### src/rtl/tdm_demux4.sv
// ---------------------------------------------------------------------------
// tdm_demux4
//
// Purpose:
//   Receive end of a 4-slot round-robin TDM stream. Incoming beats are
//   aligned to a frame-sync marker that flags slot 0. Each accepted beat is
//   steered into one of four registered channel outputs. Each channel has a
//   one-cycle write strobe. The block also raises one-cycle frame-done and
//   sync-error pulses.
//
// Ports:
//   clk         in   1      system clock, rising-edge active
//   rst_n       in   1      asynchronous, active-low reset
//   din         in   WIDTH  multiplexed data beat
//   din_valid   in   1      din carries a beat this cycle
//   sync        in   1      with din_valid, marks the beat as slot 0
//   q0..q3      out  WIDTH  registered channel data, held until next write
//   q_valid     out  4      one-hot write strobe, bit k = qk written
//   slot        out  2      slot index expected for the next accepted beat
//   locked      out  1      1 while aligned to a frame
//   frame_done  out  1      pulse when slot 3 of a locked frame is written
//   sync_err    out  1      pulse on a framing violation
// ---------------------------------------------------------------------------
module tdm_demux4 #(
    parameter int WIDTH = 1
) (
    input  logic             clk,
    input  logic             rst_n,
    input  logic [WIDTH-1:0] din,
    input  logic             din_valid,
    input  logic             sync,
    output logic [WIDTH-1:0] q0,
    output logic [WIDTH-1:0] q1,
    output logic [WIDTH-1:0] q2,
    output logic [WIDTH-1:0] q3,
    output logic [3:0]       q_valid,
    output logic [1:0]       slot,
    output logic             locked,
    output logic             frame_done,
    output logic             sync_err
);

    typedef enum logic {
        HUNT   = 1'b0,
        LOCKED = 1'b1
    } state_t;

    state_t           state_q, state_d;
    logic [1:0]       slot_q, slot_d;
    logic [WIDTH-1:0] q0_q, q0_d;
    logic [WIDTH-1:0] q1_q, q1_d;
    logic [WIDTH-1:0] q2_q, q2_d;
    logic [WIDTH-1:0] q3_q, q3_d;
    logic [3:0]       q_valid_q, q_valid_d;
    logic             frame_done_q, frame_done_d;
    logic             sync_err_q, sync_err_d;

    // Next-state logic. Channels, slot and state hold by default. The
    // strobes and the error and done flags default to 0 so that they are
    // only ever single-cycle pulses.
    always_comb begin
        state_d      = state_q;
        slot_d       = slot_q;
        q0_d         = q0_q;
        q1_d         = q1_q;
        q2_d         = q2_q;
        q3_d         = q3_q;
        q_valid_d    = 4'b0000;
        frame_done_d = 1'b0;
        sync_err_d   = 1'b0;

        if (din_valid) begin
            unique case (state_q)
                HUNT: begin
                    // Non-sync beats are dropped silently while searching.
                    if (sync) begin
                        q0_d      = din;
                        q_valid_d = 4'b0001;
                        slot_d    = 2'd1;
                        state_d   = LOCKED;
                    end
                end

                LOCKED: begin
                    if (slot_q == 2'd0) begin
                        if (sync) begin
                            q0_d      = din;
                            q_valid_d = 4'b0001;
                            slot_d    = 2'd1;
                        end else begin
                            // A missing sync means alignment is lost.
                            // Drop the beat and search again.
                            sync_err_d = 1'b1;
                            state_d    = HUNT;
                            slot_d     = 2'd0;
                        end
                    end else if (sync) begin
                        // An early sync abandons the partial frame. It
                        // restarts at slot 0 without dropping lock.
                        sync_err_d = 1'b1;
                        q0_d       = din;
                        q_valid_d  = 4'b0001;
                        slot_d     = 2'd1;
                    end else begin
                        // Slot 0 can only be entered on a sync beat, so
                        // reaching slot 3 here means the frame was in order.
                        unique case (slot_q)
                            2'd1: q1_d = din;
                            2'd2: q2_d = din;
                            2'd3: begin
                                q3_d         = din;
                                frame_done_d = 1'b1;
                            end
                            default: ;
                        endcase
                        q_valid_d[slot_q] = 1'b1;
                        slot_d            = slot_q + 2'd1;
                    end
                end

                default: begin
                    state_d = HUNT;
                    slot_d  = 2'd0;
                end
            endcase
        end
    end

    // State and output registers. Reset clears everything immediately, so
    // no data from a frame that was interrupted survives the reset.
    always_ff @(posedge clk or negedge rst_n) begin
        if (!rst_n) begin
            state_q      <= HUNT;
            slot_q       <= 2'd0;
            q0_q         <= '0;
            q1_q         <= '0;
            q2_q         <= '0;
            q3_q         <= '0;
            q_valid_q    <= 4'b0000;
            frame_done_q <= 1'b0;
            sync_err_q   <= 1'b0;
        end else begin
            state_q      <= state_d;
            slot_q       <= slot_d;
            q0_q         <= q0_d;
            q1_q         <= q1_d;
            q2_q         <= q2_d;
            q3_q         <= q3_d;
            q_valid_q    <= q_valid_d;
            frame_done_q <= frame_done_d;
            sync_err_q   <= sync_err_d;
        end
    end

    assign q0         = q0_q;
    assign q1         = q1_q;
    assign q2         = q2_q;
    assign q3         = q3_q;
    assign q_valid    = q_valid_q;
    assign slot       = slot_q;
    assign locked     = (state_q == LOCKED);
    assign frame_done = frame_done_q;
    assign sync_err   = sync_err_q;

endmodule

### config.mk
export PLATFORM = sky130hd
export DESIGN_NAME = tdm_demux4
export DESIGN_NICKNAME = d
export VERILOG_FILES = /design/src/rtl/tdm_demux4.sv
export SDC_FILE = /design/constraint.sdc
export NUM_CORES = 1
export LEC_CHECK = 0
export CAP_MARGIN = 20
export CORE_MARGIN = 10
export CORE_UTILIZATION = 43
export CTS_CLUSTER_DIAMETER = 100
export DETAILED_ROUTE_END_ITERATION = 8
export GPL_ROUTABILITY_DRIVEN = 0
export PLACE_DENSITY = 0.83
export SLEW_MARGIN = 25
export SYNTH_ARGS = -nofsm -noshare
export SYNTH_HDL_FRONTEND = slang
export SYNTH_SLANG_ARGS = --single-unit
### constraint.sdc
create_clock -name clk -period 1.9 [get_ports clk]
set_input_delay 0.19 -clock clk [delete_from_list [all_inputs] [get_ports clk]]
set_output_delay 0.19 -clock clk [all_outputs]
set_load 0.02 [all_outputs]
==> results of run 1 <==
==> worst paths after layout <==
kind / slack, ns / end / cells past startpoint / startpoint
setup / recovery: 0.21 / locked / 1 / locked
hold / removal: 0.27 / locked / 1 / rst_n
setup reg to reg: 0.22 / q3 / 6 / slot[1]
hold reg to reg: 0.50 / q2 / 1 / q2
max in group asynchronous: 1.26 / slot[0] / 1 / rst_n
min in group clk: 0.50 / q2 / 1 / q2
==> registers in the layout, indices dropped and copies added (netlist names) <==
name      cells
q0            1
q_valid       4
q1            1
q3            1
locked        1
q2            1
slot          2
sync_err      1
==> layer usage <==
layer	routed length, um	part of all wire, %	vias up	global-route usage, %
li1	-	-	197	-
met5	0	0	-	0
met3	142	12	2	6.52
met4	27	2.3	0	6.04
met2	539	45	12	10.7
met1	489	41	192	8.33
==> layout by cell type, fill, tap and decap left out, types with 3 or more instances in the layout <==
master	Yosys	routed
clkbuf_4	0	3
ha_1	6	6
nand4_1	3	3
dfrtp_1	12	12
clkdlybuf4s50_1	0	17
mux2_2	4	4
inv_1	4	4
nor4b_1	3	3
==> stage by stage <==
stage	power [mW]	std cells	hold slack, ns
after CTS	1.07	78	0.271
after floorplan	0.682	45	-0.106
final	1.06	78	0.269
after global routing	1.14	78	0.285
after global placement	0.899	75	0.489
after detailed placement	0.910	75	0.492
==> cells by family (layout without fill, tap and decap cells) <==
group | after synthesis | count (layout) | synth area share, %
DFF | 12 | 12 | 51.5
and+or+nand+nor | 12 | 12 | 15.9
buffers and inverters | 7 | 25 | 7.08
adders and majority gates | 6 | 6 | 12.9
AOI/OAI and AO/OA | 4 | 4 | 4.94
muxes | 4 | 4 | 7.72
==> cell type report <==
cell class | instances | area, um2 | area share (%)
clock buffers | 3 | 22.5 | 2.90
inverters | 4 | 15.0 | 1.94
multi-input cells | 26 | 241 | 31.1
flip-flops and latches | 12 | 300 | 38.7
well taps | 15 | 18.8 | 2.42
repair buffers | 18 | 178 | 22.9
==> power by group <==
part,total (mW),internal [mW],switching [mW]
sequential,0.404,0.330,0.0736
clock,0.157,0.0736,0.0834
combinational,0.502,0.254,0.248
total,1.06,0.658,0.405
==> out/qor.csv, run 1 <==
stage,metric,value,unit
cts,clock-pin slew on the worst setup and hold paths,0.07,ns
layout,final net count,76,
yosys,"top cells by count, synth","dfrtp_1 (12), ha_1 (6), inv_1 (4), mux2_2 (4)",
route,drt total wl,1.20,mm
sta,Setup TNS,0,ns
setup_path,slowest cell delay on critical path,0.68,ns
grt,vias in the first global route,399,
sta,Final Hold Viols,0,
route,Routed wire per std cell,15.4,um
sta,clock skew,0.00549,ns
grt,total global routing overflow,0,
yosys,"FFs w/ async S/R, synth",100,%
worst_hold_path,Min-Delay Path Class,input pin to asynchronous set/reset pin,
place,HPWL after DPL,882,um
sta,final-report max-slew violation count,0,
route,1st-iter DRT viols,8,
setup_path,Critical Path AT,1.50,ns
die,Die W,56.8,um
cts,Hold Buf Count CTS,0,
route,# DRC,0,
setup_path,CP Capture Type,primary output,
place,port bufs,17,
sta,worst-margin pin slew,0.561,ns
job,Max-Cap Viols,0,
die,Die Height,56.8,um
route,Detail Route Antenna Nets,0,
setup_path,crit-path max FO,11,
sta,Final period util,88.8,%
yosys,"EDFF count, synth",0,
cts,H-tree levels,1,
run_status,outcome,finished clean,
yosys,Synth top area share,51.5,%
cts,TritonCTS Buffers,3,
power_and_ir_drop,Leak,0.353,nW
layout,Antenna Cells,0,
layout,final core occ,60.4,%
sta,fin crit period,1.69,ns
yosys,synth warn,0,
yosys,most frequent cell after synthesis,dfrtp_1,
setup_path,crit path kind,register to primary output,
route,TritonRoute pass-1 iters,3,
yosys,post-synthesis sequential area ratio,51.5,%
power_and_ir_drop,worst IR drop on VDD,0.705,mV
setup_path,"Slowest-stage cell, CP",clkdlybuf4s50_1,
grt,largest net degree at the start of global routing,13,
setup_path,Worst Path Buf+Inv,1,
die,top-level I/O count,18,
cts,setup repair bufs after CTS,0,
route,routed vias,403,
setup_path,critical path's top delay family,buffers and inverters,
yosys,top cell type by total area after synthesis,dfrtp_1,
yosys,Yosys cell types,18,
sta,Max Freq,0.593,GHz
sta,final setup margin,0.213,ns
yosys,Post-Synthesis Cells,45,
yosys,main flop type after synthesis,dfrtp_1,
yosys,Post-Syn Area,583,um2
yosys,syn_area_per_cell,13.0,um2
grt,antenna violations before repair,0,
yosys,Synth area leaders,"dfrtp_1 (52%), ha_1 (13%), mux2_2 (7.7%)",
sta,endpoints failing setup,0,
yosys,"FF+latch count, synth",12,
place,worst slack at placement,0.220,ns
die,Die ar.,3230,um2
sta,unrepaired setup endpoints after global routing,false,
cts,post-CTS resize count,0,
layout,# fillers,124,
cts,clk sinks,12,
grt,first-pass GRT wire length,1.99,mm
cts,CTS tree,yes,
place,Post-DP Area,753,um2
grt,overall routing resource usage,8.12,%
die,Core ar.,1280,um2
die,initial core utilization,45.4,%
layout,area grow syn2layout,33.0,%
die,number of core rows,13,
setup_path,worst path cell trace,clkdlybuf4s50_1,
setup_path,Worst EP required,1.71,ns
sta,max_slew headroom,62.5,%
power_and_ir_drop,Power Density,1370,nW/um2
yosys,synthesized net count,56,
setup_path,Critical Path Start Type,register,
cts,CTS root buf,clkbuf_4,
cts,worst-skew pair later-pin latency,0.28,ns
cts,Clock Path Buffers,2,
route,vias per std cell,5.17,
layout,Finished Cell Area,776,um2
layout,fraction of layout cells with a size suffix above 1,14.3,%
Note: power is estimated with default switching activity, not from simulation.
==> inputs of run 2 (changes only) <==
CORE_AREA = 10 10 47 49   (was unset)
CORE_MARGIN = unset   (was 10)
CORE_UTILIZATION = unset   (was 43)
DIE_AREA = 0 0 57 59   (was unset)
PLACE_DENSITY = 0.84   (was 0.83)
clock period = 2 ns   (was 1.9 ns; I/O delays follow)
==> out/qor.csv, run 2 (synthesis gave the netlist of run 1 again) <==
stage,metric,value,unit,change
grt,largest net degree at the start of global routing,13,,unchanged
setup_path,crit path capture,locked,,unchanged
cts,Clock Path Buffers,2,,unchanged
place,Post-DP Area,754,um2,was 753 um2
die,top-level I/O count,18,,unchanged
setup_path,critical path's top delay family,buffers and inverters,,unchanged
route,Routed wire per std cell,15.0,um,was 15.4 um
worst_hold_path,Min-Delay Path Class,input pin to asynchronous set/reset pin,,unchanged
power_and_ir_drop,worst IR drop on VDD,0.736,mV,was 0.705 mV
route,Detail Route Antenna Nets,0,,unchanged
cts,post-CTS resize count,0,,unchanged
setup_path,slowest cell delay on critical path,0.67,ns,was 0.68 ns
route,# DRC,0,,unchanged
sta,endpoints failing setup,0,,unchanged
sta,clock skew,0.00426,ns,was 0.00549 ns
cts,CTS tree,yes,,unchanged
setup_path,worst r2r path cells,6,,unchanged
cts,CTS root buf,clkbuf_4,,unchanged
place,worst slack at placement,0.337,ns,was 0.220 ns
grt,first-pass GRT wire length,2.06,mm,was 1.99 mm
cts,TritonCTS Buffers,3,,unchanged
setup_path,"Slowest-stage cell, CP",clkdlybuf4s50_1,,unchanged
setup_path,worst path cell trace,clkdlybuf4s50_1,,unchanged
cts,clock-pin slew on the worst setup and hold paths,0.08,ns,was 0.07 ns
cts,Hold Buf Count CTS,0,,unchanged
setup_path,Critical Path Start Type,register,,unchanged
power_and_ir_drop,Leak,0.360,nW,was 0.353 nW
layout,Multi-input gate area,241,um2,unchanged
layout,area grow syn2layout,35.6,%,was 33.0%
setup_path,CP Launch Point,locked,,unchanged
route,1st-iter DRT viols,2,,was 8
setup_path,Worst EP required,1.80,ns,was 1.71 ns
die,initial core utilization,41.6,%,was 45.4%
grt,antenna violations before repair,0,,unchanged
sta,Final Hold Viols,0,,unchanged
sta,Setup TNS,0,ns,unchanged
cts,worst-skew pair later-pin latency,0.28,ns,about the same
layout,final net count,76,,unchanged
route,drt total wl,1.20,mm,about the same
die,number of core rows,14,,was 13
setup_path,FF-to-FF setup slack,0.33,ns,was 0.22 ns
layout,Reg area,300,um2,unchanged
run_status,outcome,finished clean,,unchanged
route,vias per std cell,5.23,,was 5.17
layout,most frequent cells in the layout,"clkdlybuf4s50_1 (17), dfrtp_1 (12), ha_1 (6)",,unchanged
place,port bufs,17,,unchanged
layout,# fillers,130,,was 124
setup_path,Critical Path AT,1.47,ns,was 1.50 ns
grt,overall routing resource usage,7.75,%,was 8.12%
grt,vias in the first global route,452,,was 399
setup_path,launch instance of the worst register-to-register path,slot[1],,unchanged
sta,worst-margin pin slew,0.526,ns,was 0.561 ns
die,Core ar.,1400,um2,was 1280 um2
setup_path,CP Capture Type,primary output,,unchanged
route,routed vias,418,,was 403
setup_path,Crit path depth,1,,unchanged
die,Die ar.,3360,um2,was 3230 um2
setup_path,RR Endpoint,q2,,was q3
job,Max-Cap Viols,0,,unchanged
sta,Final period util,83.6,%,
layout,max reg flops,4,,unchanged
sta,final setup margin,0.327,ns,was 0.213 ns
cts,clk sinks,12,,unchanged
sta,Max Freq,0.598,GHz,
die,Die Height,59,um,was 56.8 um
setup_path,crit-path max FO,11,,unchanged
die,Die W,57,um,was 56.8 um
sta,final-report max-slew violation count,0,,unchanged
place,HPWL after DPL,944,um,was 882 um
layout,fraction of layout cells with a size suffix above 1,15.6,%,was 14.3%
setup_path,crit path kind,register to primary output,,unchanged
cts,setup repair bufs after CTS,0,,unchanged
route,TritonRoute pass-1 iters,4,,was 3
power_and_ir_drop,Power Density,1330,nW/um2,was 1370 nW/um2
layout,Antenna Cells,0,,unchanged
cts,H-tree levels,1,,unchanged
layout,Finished Cell Area,791,um2,was 776 um2
sta,unrepaired setup endpoints after global routing,false,,unchanged
setup_path,Worst Path Buf+Inv,1,,unchanged
sta,fin crit period,1.67,ns,
sta,max_slew headroom,64.8,%,was 62.5%
grt,total global routing overflow,0,,unchanged
layout,"most common cell after layout, fill and taps aside",clkdlybuf4s50_1,,unchanged
-- run 2: changes by cell type in the layout (fill, tap and decap cells not counted), sizes merged --
cell    before  now
clkbuf       3    4
-- run 2: cell type report --
type,count,share of cell area (%)
multi-input combinational,26,30.5
clock buffer,4,4.59
inverter,4,1.90
tap,16,2.53
timing repair buffer,18,22.5
sequential,12,38.0
-- run 2: per-stage QoR --
step / util [%] / hold WS, ns / power, mW / instances
after floorplan: - / -0.0956 / 0.648 / 45
after global routing: 56.4 / 0.304 / 1.13 / 80
after detailed placement: 53.8 / 0.498 / 0.866 / 76
final: 56.4 / 0.264 / 1.05 / 80
after CTS: 56.4 / 0.278 / 1.06 / 80
after global placement: 53.8 / 0.490 / 0.853 / 76
-- run 2: layer usage --
layer | vias to the layer above | GRT usage, % | routed length (um) | part of all wire, %
met5 | - | 0 | 0 | 0
met4 | 0 | 4.03 | 21 | 1.8
met3 | 5 | 4.51 | 114 | 9.5
met2 | 16 | 11.8 | 560 | 47
met1 | 198 | 8.36 | 500 | 42
li1 | 199 | - | - | -
-- run 2: worst min-delay path by stage --
stage | from | end | cells past startpoint
CTS | rst_n | q1 | 1
global placement | q0 | q0 | 1
detailed placement | q3 | q3 | 1
finish | rst_n | q1 | 1
global route | rst_n | q1 | 1
floorplan | rst_n | locked | 0
-- run 2: power by group --
group          total, mW  switching, mW  internal [mW]  leakage, nW
Sequential         0.386         0.0721          0.314        0.153
Combinational      0.469          0.230          0.239        0.186
Clock              0.197         0.0865          0.111       0.0210
